$ cat config.mk
export PLATFORM = sky130hd
export DESIGN_NAME = sap_controller
export DESIGN_NICKNAME = d
export VERILOG_FILES = /design/src/rtl/sap_controller.sv
export SDC_FILE = /design/constraint.sdc
export NUM_CORES = 1
export LEC_CHECK = 0
export BUFFER_PORTS_ARGS = -buffer_cell sky130_fd_sc_hd__buf_4
export CAP_MARGIN = 20
export CORE_AREA = 3 3 40 42
export DETAILED_ROUTE_END_ITERATION = 8
export DIE_AREA = 0 0 43 45
export PLACE_DENSITY = 0.7
export SLEW_MARGIN = 15
export SYNTH_ARGS = -nofsm -noshare
export SYNTH_HDL_FRONTEND = slang
export SYNTH_SLANG_ARGS = --single-unit
$ cat constraint.sdc
create_clock -name clk -period 3.2 [get_ports clk]
set_input_delay 0.8 -clock clk [delete_from_list [all_inputs] [get_ports clk]]
set_output_delay 0.8 -clock clk [all_outputs]
set_load 0.03 [all_outputs]
$ cat src/rtl/sap_controller.sv
// Control sequencer for the 8-bit bus machine: a six-T-state fetch/execute ring
// that decodes the opcode nibble into Moore control strobes for the bus registers.
module sap_controller (
  input  logic       clk,
  input  logic       rst,
  input  logic [3:0] opcode,
  input  logic       carry,
  input  logic       zero,
  output logic       pc_inc,
  output logic       pc_out,
  output logic       pc_load,
  output logic       mar_load,
  output logic       ram_out,
  output logic       ir_load,
  output logic       ir_out,
  output logic       a_load,
  output logic       a_out,
  output logic       b_load,
  output logic       alu_out,
  output logic       alu_sub,
  output logic       out_load,
  output logic       halted,
  output logic [2:0] tstate
);

  localparam logic [3:0] OP_LDA = 4'h0;
  localparam logic [3:0] OP_ADD = 4'h1;
  localparam logic [3:0] OP_SUB = 4'h2;
  localparam logic [3:0] OP_JMP = 4'h3;
  localparam logic [3:0] OP_JC  = 4'h4;
  localparam logic [3:0] OP_JZ  = 4'h5;
  localparam logic [3:0] OP_OUT = 4'hE;
  localparam logic [3:0] OP_HLT = 4'hF;

  // Encoding matches the reported T-state index so tstate is the state itself.
  typedef enum logic [2:0] {
    T0   = 3'd0,
    T1   = 3'd1,
    T2   = 3'd2,
    T3   = 3'd3,
    T4   = 3'd4,
    T5   = 3'd5,
    HALT = 3'd7
  } state_t;

  state_t state;
  state_t state_next;
  logic   run;

  // The first edge after reset release is absorbed so T0 holds a full cycle.
  always_ff @(posedge clk or posedge rst) begin
    if (rst) begin
      state <= T0;
      run   <= 1'b0;
    end else begin
      run <= 1'b1;
      if (run) state <= state_next;
    end
  end

  always_comb begin
    state_next = state;
    case (state)
      T0: state_next = T1;
      T1: state_next = T2;
      T2: state_next = T3;
      T3: begin
        if (opcode == OP_LDA || opcode == OP_ADD || opcode == OP_SUB) state_next = T4;
        else if (opcode == OP_HLT) state_next = HALT;
        else state_next = T0;
      end
      T4: state_next = (opcode == OP_ADD || opcode == OP_SUB) ? T5 : T0;
      T5: state_next = T0;
      HALT: state_next = HALT;
      default: state_next = T0;
    endcase
  end

  // Strobes are forced low while rst is high so nothing partial leaks out.
  always_comb begin
    pc_inc   = 1'b0;
    pc_out   = 1'b0;
    pc_load  = 1'b0;
    mar_load = 1'b0;
    ram_out  = 1'b0;
    ir_load  = 1'b0;
    ir_out   = 1'b0;
    a_load   = 1'b0;
    a_out    = 1'b0;
    b_load   = 1'b0;
    alu_out  = 1'b0;
    alu_sub  = 1'b0;
    out_load = 1'b0;
    halted   = 1'b0;
    tstate   = 3'd0;
    if (!rst) begin
      tstate = state;
      halted = (state == HALT);
      case (state)
        T0: begin
          pc_out   = 1'b1;
          mar_load = 1'b1;
        end
        T1: pc_inc = 1'b1;
        T2: begin
          ram_out = 1'b1;
          ir_load = 1'b1;
        end
        T3: begin
          case (opcode)
            OP_LDA, OP_ADD, OP_SUB: begin
              ir_out   = 1'b1;
              mar_load = 1'b1;
            end
            OP_JMP: begin
              ir_out  = 1'b1;
              pc_load = 1'b1;
            end
            OP_JC: begin
              ir_out  = carry;
              pc_load = carry;
            end
            OP_JZ: begin
              ir_out  = zero;
              pc_load = zero;
            end
            OP_OUT: begin
              a_out    = 1'b1;
              out_load = 1'b1;
            end
            default: ;
          endcase
        end
        T4: begin
          if (opcode == OP_LDA) begin
            ram_out = 1'b1;
            a_load  = 1'b1;
          end else if (opcode == OP_ADD || opcode == OP_SUB) begin
            ram_out = 1'b1;
            b_load  = 1'b1;
          end
        end
        T5: begin
          alu_out = 1'b1;
          a_load  = 1'b1;
          alu_sub = (opcode == OP_SUB);
        end
        default: ;
      endcase
    end
  end

endmodule

==> qor.yml <==
critPathCaptureType: "output pin"
p_leak_nw: 0.311
synth_top_cell_area_share_pct: 22.5
fin_setup_tns_ns: 0
worstRegToRegCells: 4
drv_cap: 0
grt_pass1_wl_mm: 2.15
ant_nets: 0
synth_nets: 74
ys_async_sr_fraction_pct: 100
regArea_sq_um: 100
yosys-top-cells-count: "nand2_1, o21ai_0, clkbuf_1, inv_1"
ys_seq_area_share_pct: 22.5
cts_tree: "done"
cts_hold_buf: 0
critPathKind: "in -> out"
whs_ns: 0.515
reg2reg_to: "state[2]"
worstReg2RegStart: "state[1]"
startpoint_type: "input port"
clock_latency_ns: 0.23
rows: 13
post_drt_via_cell_ratio: 5.25
syn-cell-area_sq_um: 444
antenna_found_initial: 0
drive_gt1_share_pct: 34.5
cp-startpoint: "opcode[3]"
die_x_microns: 43
synth_area_leaders: "dfrtp_1, o21ai_0, nand2_1"
design.portCount: 25
clock_path_buffers: 2
drcViolationCount: 0
first_pass_iters: 2
cts_resized: 0
diodes: 0
grt_setup_unrepaired: "no"
area_growth_pct: 44.5
crit_end: "b_load"
rrSetupSlack_ns: 1.62
synth-seq-cells: 4
synth_edf_count: 0
gp_congestion: 0.777
finalHoldViolations: 0
overflow: 0
drv_slew: 0
required_ns: 2.40
fillers: 130
die_h_microns: 45
nets: 97
grt_pass1_vias: 490
fmax_mhz: 361
multi_input_area_sq_um: 294
vdd_ir_drop_max_mv: 0.229
clkTransAtPathRegs_ns: 0.04
setup_viol: 0
root_buffer: "clkbuf_4"
hp-class: "in -> async"
coreArea_sq_um: 1280
power_density_nw_per_um2: 543
cts.sinks: 4
syn_area_per_cell_sq_um: 6.73
grt_max_degree: 16
syn_inst: 66
synth.distinct_cells: 27
fin_crit_sh_pct: 86.7
port_buffers: 24
route.vias.total: 536
grtUsageTotal_pct: 14.0
yosysTopAreaCell: "dfrtp_1"
critical_path_arrival_ns: 1.97
die_area_sq_um: 1940
path_max_fanout: 7
routed_wirelength_mm: 1.16
finalClockSkew_ns: 0.00252
status: "completed"
numCtsBuffers: 3
postCtsSetupBuffers: 0
cts.htree.levels: 1
synth_most_common_cell: "nand2_1"
wl_per_cell_microns: 11.3
drt_iter0_markers: 6
synth-main-ff-cell: "dfrtp_1"
period_needed_ns: 2.77
hpwlAfterDp_microns: 911
ys_warn_count: 0
start_util_pct: 34.6
worst min path at each step:
stage               endpoint  startpoint  slack, ns
floorplan           state[1]         run       0.49
global placement    state[1]         run       0.54
detailed placement  state[1]         run       0.55
CTS                 state[2]         rst       0.51
global route        state[1]         rst       0.53
finish              state[2]         rst       0.52
critical path: stages:
cell	delay [ns]
buf_4	0.13
or3_1	0.38
or3_1	0.39
nor2_1	0.10
buf_4	0.16
cells in the final DEF (no fill, tap or decap), types with 3 or more instances in the layout:
| cell | instances |
|---|---|
| nor2_1 | 4 |
| dfrtp_1 | 4 |
| a21oi_1 | 4 |
| clkbuf_4 | 3 |
| o21ai_0 | 6 |
| nor3_1 | 4 |
| buf_4 | 25 |
| inv_1 | 5 |
| nand2_1 | 7 |
cell families (layout without fill, tap and decap cells):
logic type,count (synthesis),count (layout),synth area share (%)
buf+inv,12,33,12.7
flops,4,4,22.5
mux,2,2,4.51
simple gates,29,29,34.1
xor+xnor,1,1,1.97
compound gates,17,17,23.4
other cells,1,1,0.844
through the flow:
step                      power, mW  cell area [sq um]  cells  worst slack (ns)  utilization [%]
after floorplan               0.225                450     66             0.134                -
after global placement        0.287                619     99             0.445             48.2
after detailed placement      0.290                619     99             0.443             48.2
after CTS                     0.354                642    102             0.430             50.0
after global routing          0.384                642    102             0.334             50.0
final                         0.348                642    102             0.426             50.0
flip-flops by register name, indices dropped and copies added, names as in the netlist:
| signal | count |
|---|---|
| state | 3 |
| run | 1 |
layer usage:
metal	part of all wire [%]	track usage, %	wire length, microns	vias up
li1	-	-	-	278
met1	48	20.2	552	243
met2	46	21.6	529	15
met3	6.5	5.18	75	0
met4	0	0	0	0
met5	0	0	0	-
power by group:
| part | internal [mW] | switching [mW] |
|---|---|---|
| clock | 0.0418 | 0.0180 |
| sequential | 0.0626 | 0.0213 |
| combinational | 0.0787 | 0.126 |
final cells by class:
type / instances / area share (%)
inverters: 5 / 2.92
multi-input cells: 50 / 45.8
flip-flops and latches: 4 / 15.6
well taps: 15 / 2.92
repair buffers: 25 / 29.2
clock buffers: 3 / 3.51
No activity file was read; power rests on OpenSTA's default activity.
